<file path="src/rtl/decoder_pkg.sv">
// -----------------------------------------------------------------------------
// decoder_pkg
// Shared definitions for the registered N-bit one-hot decoder:
//   - state_e     : controller states (IDLE, HOLD, PULSE, SCAN)
//   - MODE_HOLD / MODE_PULSE : values of the mode input sampled at accept
//   - onehot()    : 1 << idx at the widest supported output width (2^MAX_N);
//                   callers truncate to their own 2^N width.
// No ports (package).
// -----------------------------------------------------------------------------
package decoder_pkg;

    localparam int MAX_N = 6;
    localparam int MAX_W = 64;

    typedef enum logic [1:0] {
        IDLE  = 2'd0,
        HOLD  = 2'd1,
        PULSE = 2'd2,
        SCAN  = 2'd3
    } state_e;

    localparam logic MODE_HOLD  = 1'b0;
    localparam logic MODE_PULSE = 1'b1;

    function automatic logic [MAX_W-1:0] onehot(input logic [MAX_N-1:0] idx);
        return {{(MAX_W-1){1'b0}}, 1'b1} << idx;
    endfunction

endpackage

</file>
<file path="src/rtl/decoder_nbit_reg_scan_ctr.sv">
// -----------------------------------------------------------------------------
// decoder_scan_ctr
// Dwell counter plus index counter for the decoder's auto-scan mode.
// Only instantiated when DECODER_SCAN_EN is defined.
// While run_i is high the dwell counter advances each cycle; when it has
// spent DWELL cycles on an index, step_o pulses and the index advances,
// wrapping from 2^N-1 back to 0 (wrap_o). While run_i is low both counters
// are held cleared, so a new scan always begins at index 0 with a fresh dwell.
// Ports:
//   clk_i  : clock
//   rst_i  : synchronous active-high reset
//   run_i  : scan is continuing this cycle
//   idx_o  : current scan index (registered)
//   step_o : index advances on the coming edge
//   wrap_o : index advances from 2^N-1 to 0 on the coming edge
// -----------------------------------------------------------------------------
module decoder_scan_ctr #(
    parameter int N     = 2,
    parameter int DWELL = 4
) (
    input  logic         clk_i,
    input  logic         rst_i,
    input  logic         run_i,
    output logic [N-1:0] idx_o,
    output logic         step_o,
    output logic         wrap_o
);

    localparam int             CW      = $clog2(DWELL + 1);
    localparam logic [CW-1:0]  LAST    = CW'(DWELL - 1);
    localparam logic [N-1:0]   IDX_MAX = {N{1'b1}};

    logic [CW-1:0] cnt_q, cnt_d;
    logic [N-1:0]  idx_q, idx_d;

    assign step_o = run_i & (cnt_q == LAST);
    assign wrap_o = step_o & (idx_q == IDX_MAX);
    assign idx_o  = idx_q;

    // Next-state logic for the dwell and index counters
    always_comb begin
        cnt_d = cnt_q;
        idx_d = idx_q;
        if (!run_i) begin
            cnt_d = {CW{1'b0}};
            idx_d = {N{1'b0}};
        end else if (step_o) begin
            cnt_d = {CW{1'b0}};
            idx_d = wrap_o ? {N{1'b0}} : idx_q + N'(1'b1);
        end else begin
            cnt_d = cnt_q + CW'(1'b1);
            idx_d = idx_q;
        end
    end

    // Counter registers
    always_ff @(posedge clk_i) begin
        if (rst_i) begin
            cnt_q <= {CW{1'b0}};
            idx_q <= {N{1'b0}};
        end else begin
            cnt_q <= cnt_d;
            idx_q <= idx_d;
        end
    end

endmodule

</file>
<file path="src/rtl/decoder_nbit_reg.sv">
// -----------------------------------------------------------------------------
// decoder_nbit_reg
// Registered binary-to-one-hot decoder with a valid/ready input handshake,
// hold and single-cycle pulse output modes, and optional auto-scan.
// Optional feature macro: DECODER_SCAN_EN (adds scan_i, the SCAN state and
// the dwell/index counter sub-module).
// Parameters:
//   N     : select width (1..6); output width is 2^N
//   DWELL : cycles per index in scan mode (>= 1); unused without scan
// Ports:
//   clk_i       : rising-edge clock
//   rst_i       : synchronous active-high reset
//   en_i        : block enable; low clears the output
//   sel_valid_i : sel_i is presented
//   sel_i       : binary index to decode
//   mode_i      : 0 = hold, 1 = pulse; sampled at accept
//   scan_i      : start/continue auto-scan (DECODER_SCAN_EN only)
//   sel_ready_o : sel_i is accepted this cycle if sel_valid_i is high
//   y_o         : registered one-hot (or all-zero) output
//   y_valid_o   : y_o carries a decoded index
//   out_idx_o   : binary index last driven on y_o (holds when y_valid_o = 0)
// -----------------------------------------------------------------------------
module decoder_nbit_reg
    import decoder_pkg::*;
#(
    parameter int N     = 2,
    parameter int DWELL = 4
) (
    input  logic                clk_i,
    input  logic                rst_i,
    input  logic                en_i,
    input  logic                sel_valid_i,
    input  logic [N-1:0]        sel_i,
    input  logic                mode_i,
`ifdef DECODER_SCAN_EN
    input  logic                scan_i,
`endif
    output logic                sel_ready_o,
    output logic [(1<<N)-1:0]   y_o,
    output logic                y_valid_o,
    output logic [N-1:0]        out_idx_o
);

    localparam int W = 1 << N;

    if (N < 1 || N > MAX_N || DWELL < 1) begin : g_param_check
        $error("decoder_nbit_reg: N must be 1..6 and DWELL >= 1");
    end

    state_e         state_q, state_d;
    logic [W-1:0]   y_q, y_d;
    logic           y_valid_q, y_valid_d;
    logic [N-1:0]   idx_q, idx_d;

    logic           accept_s;
    logic           load_s;
    logic           clear_s;
    logic [N-1:0]   dec_idx_s;

`ifdef DECODER_SCAN_EN
    logic           scan_req_s;
    logic           scan_run_s;
    logic           scan_step_s;
    logic           scan_wrap_s;
    logic [N-1:0]   scan_idx_s;

    assign scan_req_s = en_i & scan_i;
    // Already scanning and asked to keep going: the counters advance.
    assign scan_run_s = scan_req_s & (state_q == SCAN);

    decoder_scan_ctr #(
        .N     (N),
        .DWELL (DWELL)
    ) u_scan_ctr (
        .clk_i  (clk_i),
        .rst_i  (rst_i),
        .run_i  (scan_run_s),
        .idx_o  (scan_idx_s),
        .step_o (scan_step_s),
        .wrap_o (scan_wrap_s)
    );

    // A scan request always beats a presented sel.
    assign sel_ready_o = en_i & ~rst_i & (state_q != SCAN) & ~scan_i;
`else
    assign sel_ready_o = en_i & ~rst_i;
`endif

    assign accept_s = sel_valid_i & sel_ready_o;

    // Next-state, next-output decision for the controller
    always_comb begin
        state_d   = state_q;
        load_s    = 1'b0;
        clear_s   = 1'b0;
        dec_idx_s = sel_i;
`ifdef DECODER_SCAN_EN
        if (scan_req_s) begin
            state_d = SCAN;
            load_s  = 1'b1;
            if (!scan_run_s) begin
                dec_idx_s = {N{1'b0}};           // first scan edge shows index 0
            end else if (scan_wrap_s) begin
                dec_idx_s = {N{1'b0}};
            end else if (scan_step_s) begin
                dec_idx_s = scan_idx_s + N'(1'b1);
            end else begin
                dec_idx_s = scan_idx_s;
            end
        end else if (state_q == SCAN) begin
            state_d = IDLE;
            clear_s = 1'b1;
        end else
`endif
        if (!en_i) begin
            state_d = IDLE;
            clear_s = 1'b1;
        end else if (accept_s) begin
            load_s = 1'b1;
            case (mode_i)
                MODE_HOLD:  state_d = HOLD;
                MODE_PULSE: state_d = PULSE;
                default:    state_d = HOLD;
            endcase
        end else if (state_q == PULSE) begin
            state_d = IDLE;
            clear_s = 1'b1;
        end else begin
            state_d = state_q;
        end
    end

    // Output register next values derived from load/clear decisions
    always_comb begin
        y_d       = y_q;
        y_valid_d = y_valid_q;
        idx_d     = idx_q;
        if (load_s) begin
            y_d       = W'(onehot(MAX_N'(dec_idx_s)));
            y_valid_d = 1'b1;
            idx_d     = dec_idx_s;
        end else if (clear_s) begin
            y_d       = {W{1'b0}};
            y_valid_d = 1'b0;
            idx_d     = idx_q;                   // index survives the clear
        end else begin
            y_d       = y_q;
            y_valid_d = y_valid_q;
            idx_d     = idx_q;
        end
    end

    // State and output registers
    always_ff @(posedge clk_i) begin
        if (rst_i) begin
            state_q   <= IDLE;
            y_q       <= {W{1'b0}};
            y_valid_q <= 1'b0;
            idx_q     <= {N{1'b0}};
        end else begin
            state_q   <= state_d;
            y_q       <= y_d;
            y_valid_q <= y_valid_d;
            idx_q     <= idx_d;
        end
    end

    assign y_o       = y_q;
    assign y_valid_o = y_valid_q;
    assign out_idx_o = idx_q;

endmodule

</file>
<file path="config.mk">
export PLATFORM = sky130hd
export DESIGN_NAME = decoder_nbit_reg
export DESIGN_NICKNAME = d
export VERILOG_FILES = /design/src/rtl/decoder_pkg.sv /design/src/rtl/decoder_nbit_reg_scan_ctr.sv /design/src/rtl/decoder_nbit_reg.sv
export SDC_FILE = /design/constraint.sdc
export NUM_CORES = 1
export LEC_CHECK = 0
export CAP_MARGIN = 10
export CORE_AREA = 2 2 39 41
export DETAILED_ROUTE_END_ITERATION = 12
export DIE_AREA = 0 0 41 43
export PLACE_DENSITY = 0.64
export SKIP_LAST_GASP = 1
export SYNTH_ARGS = -nofsm -noshare
export SYNTH_HDL_FRONTEND = slang
export SYNTH_SLANG_ARGS = --single-unit
</file>
<file path="constraint.sdc">
create_clock -name clk_i -period 2.9 [get_ports clk_i]
set_clock_uncertainty 0.15 [all_clocks]
set_input_delay 0.58 -clock clk_i [delete_from_list [all_inputs] [get_ports clk_i]]
set_output_delay 0.58 -clock clk_i [all_outputs]
set_load 0.02 [all_outputs]
</file>
### After elaboration in Yosys (flattened, before gate mapping)

Cells that the tools add are included.

| word-level totals | value |
|---|---|
| register bits | 9 |
| bits of input ports | 7 |

| operators by class | value |
|---|---|
| shift operators | 1 |
| reduce and logical (&&, ||, !) cells | 3 |
| multiplexer cells | 12 |
| equality and inequality tests | 1 |
| bitwise logic cells | 5 |

Operators with widths:

| cell | count |
|---|---|
| 4-bit 2-to-1 mux | 2 |
| 1-bit 2-to-1 mux | 7 |
| 2-bit 2-to-1 mux | 2 |
| 2-bit one-hot mux with 2 select lines | 1 |
| 2-bit nonzero test | 2 |
| 1-bit by 2-bit left shift with 4-bit output, first input constant | 1 |
| 1-bit NOT | 3 |
| 1-bit AND | 2 |
| 2-bit equality test, second input constant | 1 |
| 2-bit OR reduction | 1 |

### Logic depth before layout (Yosys ltp)

Gate-level depths: netlist of run 1.

| depth | value |
|---|---|
| word-level depth | 7 |
| depth in mapped cells | 4 |
| gate-level depth less buffers | 4 |

### Worst setup path after synthesis of run 1

Ideal clock, no wire load.

| timing | value |
|---|---|
| path kind | input to output |
| start point | in rst_i |
| end point | out sel_ready_o |
| slack | 1.326 ns |
| data arrival time | 0.844 ns |
| stages | 2 |
| path buffers | 0 |
| data required time | 2.170 ns |
| cell sequence | nand2b_4 inv_2 |

| on the way | value |
|---|---|
| cells in the longest elaborated chain, start to end | 2 |

RTL lines:

| what | line | source |
|---|---|---|
| start, declared | decoder_nbit_reg.sv:30 | `input logic rst_i,` |
| 1-bit NOT | decoder_nbit_reg.sv:86 | `assign sel_ready_o = en_i & ~rst_i;` |
| 1-bit AND | decoder_nbit_reg.sv:86 |  |
| end, declared | decoder_nbit_reg.sv:38 | `output logic sel_ready_o,` |

No other way between the ends.

### Final worst setup path of run 1

| timing | value |
|---|---|
| start point | in en_i |
| end point | out sel_ready_o |

| on the way | value |
|---|---|
| cells in the longest elaborated chain, start to end | 1 |

RTL lines:

| what | line | source |
|---|---|---|
| start, declared | decoder_nbit_reg.sv:31 | `input logic en_i,` |
| 1-bit AND | decoder_nbit_reg.sv:86 |  |

No other way between the ends.

==> out/qor.yml, run 1 <==
setup_violations: 0
hold_viol: 0
seq_power_share_pct: 49.6
synth_mux_area_share_pct: 0
power_switching_w: 0.0000613
hold_class: "reg -> reg"
cp.required_ns: 2.17
synth_area_um2: 352
p_int_w: 0.000200
cp.arrival_ns: 1.91
r2r-start: "state_q[0]$_SDFFE_PN0P_"
clockBufferDepth: 2
ir_worst_vdd_mv: 0.146
p_clk_share_pct: 36.3
fin_crit_sh_pct: 91.1
syn_area_per_cell_um2: 10.0
cts-htree-levels: 1
worst_slew_pin_slew_ns: 0.367
track_usage_pct: 9.67
synth_xor_xnor_area_share_pct: 0
dp_hpwl_um: 540
synth_top_family_by_area: "simple AND/OR/NAND/NOR gates"
crit_slowest_cell: "clkdlybuf4s50_1"
ctsHoldBuffers: 0
gp_congestion: 0.671
vias: 286
grt_pass1_wl_um: 1070
netSwitchingFraction_pct: 23.4
synth_compound_area_share_pct: 17.8
yosys.area_share.simple_pct: 27.4
crit_path_end_kind: "primary output"
max_stage_delay_ns: 0.59
via_per_inst: 4.21
cts_root_buffer: "clkbuf_4"
yosysSeqAreaShare_pct: 51.2
post-place-ws_ns: 0.256
synth_largest_area_cell: "dfxtp_1"
min_path_cells: 2
yosysWarningCount: 0
grt_pass1_vias: 265
fmax_mhz: 379
fin_nets: 60
cts_resized: 0
path_clk_slew_ns: 0.06
path_class: "in -> out"
cellLeakagePower_nw: 0.201
grt_max_degree: 11
dr.first_iter.drc_count: 3
netlist_instances: 35
synthAdderAreaFrac_pct: 0
layout-drive-gt1-share_pct: 15.4
nFillCells: 146
r2r_end: "y_o[3]$_SDFFE_PP0P_"
die_h_um: 43
cts_num_sinks: 9
synth_top_cells_by_area: "dfxtp_1 (51%), a21oi_1 (5.7%), nor3b_4 (5.3%)"
holdPathEnd: "out_idx_o[1]$_SDFFE_PP0P_"
regToRegSetupSlack_ns: 1.75
antenna_left: 0
syn2layout_area_growth_pct: 51.6
fin_total_pwr_w: 0.000261
syn_nets: 42
synth_top_area_share_pct: 51.2
multi_input_area_um2: 159
pwr-share-comb_pct: 14.1
first_pass_iters: 4
drc: 0
ys_ff_latch: 9
cts_setup_buffers: 0
fin_ws_ns: 0.259
n_antenna_cell: 0
placed_cells: 64
insertion_delay_ns: 0.25
finalNonFillerCells: 68
crit_family: "buffers and inverters"
die-width_um: 41
cp_num_buf_inv: 3
antenna_found_initial: 0
initial_core_util_pct: 25.4
post-route-min-period_ns: 2.64
rows: 14
cts_tree: "done"
crit_chain: "clkdlybuf4s50_1 -> nand2b_4 -> inv_2 -> clkdlybuf4s50_1"
synth.distinct_cells: 17
io_buffer_count: 14
wl_per_cell_um: 10.2
tns_ns: 0
routed_wl_um: 692
cap_viol_max_count: 0
worst-path-max-fanout: 6
ios: 15
p_per_area_mw_per_mm2: 491
r2r_cells: 3
regArea_um2: 180
rsz0062_at_grt: "no"
min_from: "out_idx_o[1]$_SDFFE_PP0P_"
start_kind: "primary input"
crit_path_frequent_cell: "clkdlybuf4s50_1"
die_area_mm2: 0.00176
slew_headroom_pct: 75.4
status: "complete, no violations"
core_region_area_mm2: 0.00138
cts_made_buffers: 3
slew_viol_final: 0
grt.overflow.total: 0
[cells in the mapped netlist]
cell and number:
nand2b_1 1, inv_2 1, o2bb2ai_1 1, dfxtp_1 9
nand2_1 4, o21ai_0 1, buf_2 1, inv_1 1
nor2_1 2, nand2b_4 1, a21oi_1 4, nand3b_1 1
nor3b_4 1, a22o_1 2, a2bb2o_2 1, nand3_1 3
nor3b_2 1
[placed cells by master (no fill, tap or decap), types with 2 or more instances in the layout]
cell type	count
nor2_1	2
nand3_1	3
a21oi_1	4
clkdlybuf4s50_1	14
dfxtp_1	9
nand2_1	4
a22o_1	2
clkbuf_4	3
[stage by stage]
step	instance area (um2)	util, %	hold WS, ns
5_1_grt	533	38.5	0.338
3_5_place_dp	507	36.6	0.302
3_3_place_gp	507	36.6	0.299
2_1_floorplan	352	-	0.314
6_report	533	38.5	0.310
4_1_cts	533	38.5	0.313
[registers in the layout, summed over array words and instances, names as in the netlist]
name	flops
y_valid_o	1
y_o	4
state_q	2
out_idx_o	2
[routing by layer]
| layer | track usage [%] | wire length [um] |
|---|---|---|
| met5 | 0 | 0 |
| met4 | 10.0 | 0 |
| met1 | 12.3 | 339 |
| met2 | 11.6 | 279 |
| met3 | 3.14 | 73 |
[worst max-delay path by stage]
stage                     startpoint           to  slack [ns]  cells after the start
after CTS                       en_i  sel_ready_o        0.26                      4
final                           en_i  sel_ready_o        0.26                      4
after global placement          en_i  sel_ready_o        0.26                      4
after floorplan                rst_i  sel_ready_o        1.33                      2
after detailed placement        en_i  sel_ready_o        0.26                      4
after global routing            en_i  sel_ready_o        0.20                      4
[layout make-up]
type	instances	area share, %
Inverter	2	1.41
Multi-Input combinational cell	23	29.8
Timing Repair Buffer	14	26.3
Sequential cell	9	33.8
Tap cell	16	3.76
Clock buffer	4	4.93
[power groups by stage]
stage / sequential, W / clock (W) / combinational, W
CTS: 0.000130 / 0.0000995 / 0.0000372
finish: 0.000130 / 0.0000950 / 0.0000369
floorplan: 0.000136 / 0 / 0.0000142
detailed placement: 0.000132 / 0 / 0.0000370
global route: 0.000130 / 0.000107 / 0.0000394
global placement: 0.000132 / 0 / 0.0000369
[cells by family after synthesis]
family | count (synthesis)
AND/OR/NAND/NOR | 14
flip-flops | 9
AO/OA/AOI/OAI | 9
buffers and inverters | 3
[worst reg2reg max path, delay by kind of cell (launching register included)]
family / cells / cell delay, ns
AOI/OAI and AO/OA: 1 / 0.27
DFF: 1 / 0.32
and+or+nand+nor: 2 / 0.31
(Power assumes the default switching activity.)
==> inputs of run 2 (changes only) <==
clock period = 3.3 ns   (was 2.9 ns; I/O delays follow)
==> results of run 2 <==
Same layout as run 1 (identical final DEF). Status: complete, no violations.
Among the figures that moved: setup slack after placement 0.256 ns -> 0.496 ns; setup slack after layout 0.259 ns -> 0.499 ns; register-to-register setup slack 1.75 ns -> 2.15 ns; total power 0.000261 W -> 0.000230 W; worst IR drop on VDD 0.146 mV -> 0.129 mV
==> inputs of run 3 (changes only) <==
PLACE_DENSITY = 0.66   (was 0.64)
clock period = 2.35 ns   (was 3.3 ns; I/O delays follow)
==> out/qor.yml, run 3 (synthesis gave the netlist of run 1 again) <==
slew_headroom_pct: 76.3  # +0.84 points
setup_violations: 0  # unchanged
routed_wl_um: 653  # -5.6%
hold_ws_ns: 0.306  # -0.00388 ns
syn2layout_area_growth_pct: 55.5
path_class: "in -> out"
drc: 0  # unchanged
grt.overflow.total: 0  # unchanged
cap_viol_max_count: 0  # unchanged
cts_setup_buffers: 0  # unchanged
die_h_um: 43  # unchanged
wl_met3_um: 45  # -38%
layout-drive-gt1-share_pct: 18.5  # +3.1 points
vias: 308  # +7.7%
tns_ns: 0  # unchanged
cp.required_ns: 1.73
die_area_mm2: 0.00176  # unchanged
fin_crit_sh_pct: 89.6
wl_per_cell_um: 9.33  # -8.3%
dp_hpwl_um: 515  # -4.5%
cp.arrival_ns: 1.49
holdPathEnd: "out_idx_o[1]$_SDFFE_PP0P_"
fmax_mhz: 475
insertion_delay_ns: 0.26  # about the same
finish.utilization_pct: 39.5  # +0.99 points
first_pass_iters: 2  # -2
start_kind: "primary input"
rsz0062_at_grt: "no"
track_usage_pct: 8.68  # -0.99 points
rows: 14  # unchanged
cts_resized: 1  # +1
regToRegSetupSlack_ns: 1.20
cts-htree-levels: 1  # unchanged
initial_core_util_pct: 25.4  # unchanged
io_buffer_count: 14  # unchanged
antenna_left: 0  # unchanged
dr.first_iter.drc_count: 2  # -1
nFillCells: 147  # +0.68%
cts_num_sinks: 9  # unchanged
hold_viol: 0  # unchanged
r2r_cells: 3  # unchanged
core_region_area_mm2: 0.00138  # unchanged
r2r_end: "y_o[3]$_SDFFE_PP0P_"
p_per_area_mw_per_mm2: 596
via_per_inst: 4.40  # +4.6%
cts_tree: "done"
highest_layer: "met4"
post-route-min-period_ns: 2.11
ir_worst_vdd_mv: 0.296
cts_root_buffer: "clkbuf_4"
antenna_found_initial: 0  # unchanged
cellLeakagePower_nw: 0.214  # +6.2%
worst-path-max-fanout: 4  # -2
grt_pass1_vias: 262  # -1.1%
gp_congestion: 0.678
ctsHoldBuffers: 0  # unchanged
path_clk_slew_ns: 0.06  # about the same
r2r-start: "state_q[0]$_SDFFE_PN0P_"
hold_class: "reg -> reg"
largest_reg_flops: 4  # unchanged
min_path_cells: 2  # unchanged
worst_slew_pin_slew_ns: 0.355  # -0.0125 ns
die-width_um: 41  # unchanged
slew_viol_final: 0  # unchanged
clockBufferDepth: 2  # unchanged
fin_nets: 62  # +3.3%
min_from: "out_idx_o[1]$_SDFFE_PP0P_"
grt_pass1_wl_um: 1010  # -5.1%
cts_made_buffers: 3  # unchanged
grt_max_degree: 11  # unchanged
n_antenna_cell: 0  # unchanged
final_common_cell: "clkdlybuf4s50_1"
met2WireLength_um: 263  # -5.7%
status: "complete, no violations"
wl_met1_um: 326  # -3.8%
crit_path_end_kind: "primary output"
ios: 15  # unchanged
final_cell_mix: "clkdlybuf4s50_1 (13), dfxtp_1 (9), nand2_1 (4), a21oi_1 (4)"
[run 3: cell types whose count changed in the layout (fill, tap and decap cells not counted), sizes merged]
cell / delta
clkdlybuf4s50: -1
buf: +2
dlygate4sd2: +1
[run 3: final cells by class]
cell class | instances | area, um2 | share of cell area [%]
timing repair buffer | 16 | 154 | 28.1
clock buffer | 4 | 26.3 | 4.81
sequential | 9 | 180 | 33.0
tap | 16 | 20.0 | 3.66
inverter | 2 | 7.51 | 1.37
multi-input combinational | 23 | 159 | 29.1
[run 3: routing by layer]
metal | up-vias | GRT usage [%]
met5 | - | 0
met1 | 135 | 11.1
met2 | 12 | 11.6
met3 | 2 | 3.14
li1 | 159 | -
met4 | 0 | 6.00
[run 3: worst max path at each step]
| stage | depth (start not counted) | end | startpoint |
|---|---|---|---|
| floorplan | 2 | sel_ready_o | rst_i |
| global placement | 4 | sel_ready_o | en_i |
| detailed placement | 4 | sel_ready_o | en_i |
| CTS | 4 | sel_ready_o | en_i |
| global route | 4 | sel_ready_o | en_i |
| finish | 4 | sel_ready_o | en_i |
[run 3: stage by stage]
step                total power (W)  cells  instance area, um2  worst slack, ns
global placement           0.000211     66                 522          -0.0142
global route               0.000342     70                 547            0.190
finish                     0.000326     70                 547            0.244
detailed placement         0.000212     66                 522          -0.0342
CTS                        0.000332     70                 547            0.237
floorplan                  0.000185     35                 352            0.996
[run 3: power by group]
group	switching [W]	internal (W)
clock	0.0000532	0.0000654
sequential	0.00000247	0.000158
combinational	0.0000216	0.0000256
total	0.0000773	0.000249
[run 3: worst max-delay path, stage by stage]
cell and delay, ns:
clkdlybuf4s50_1 0.57, nand2b_4 0.07, inv_2 0.05, dlygate4sd2_1 0.32
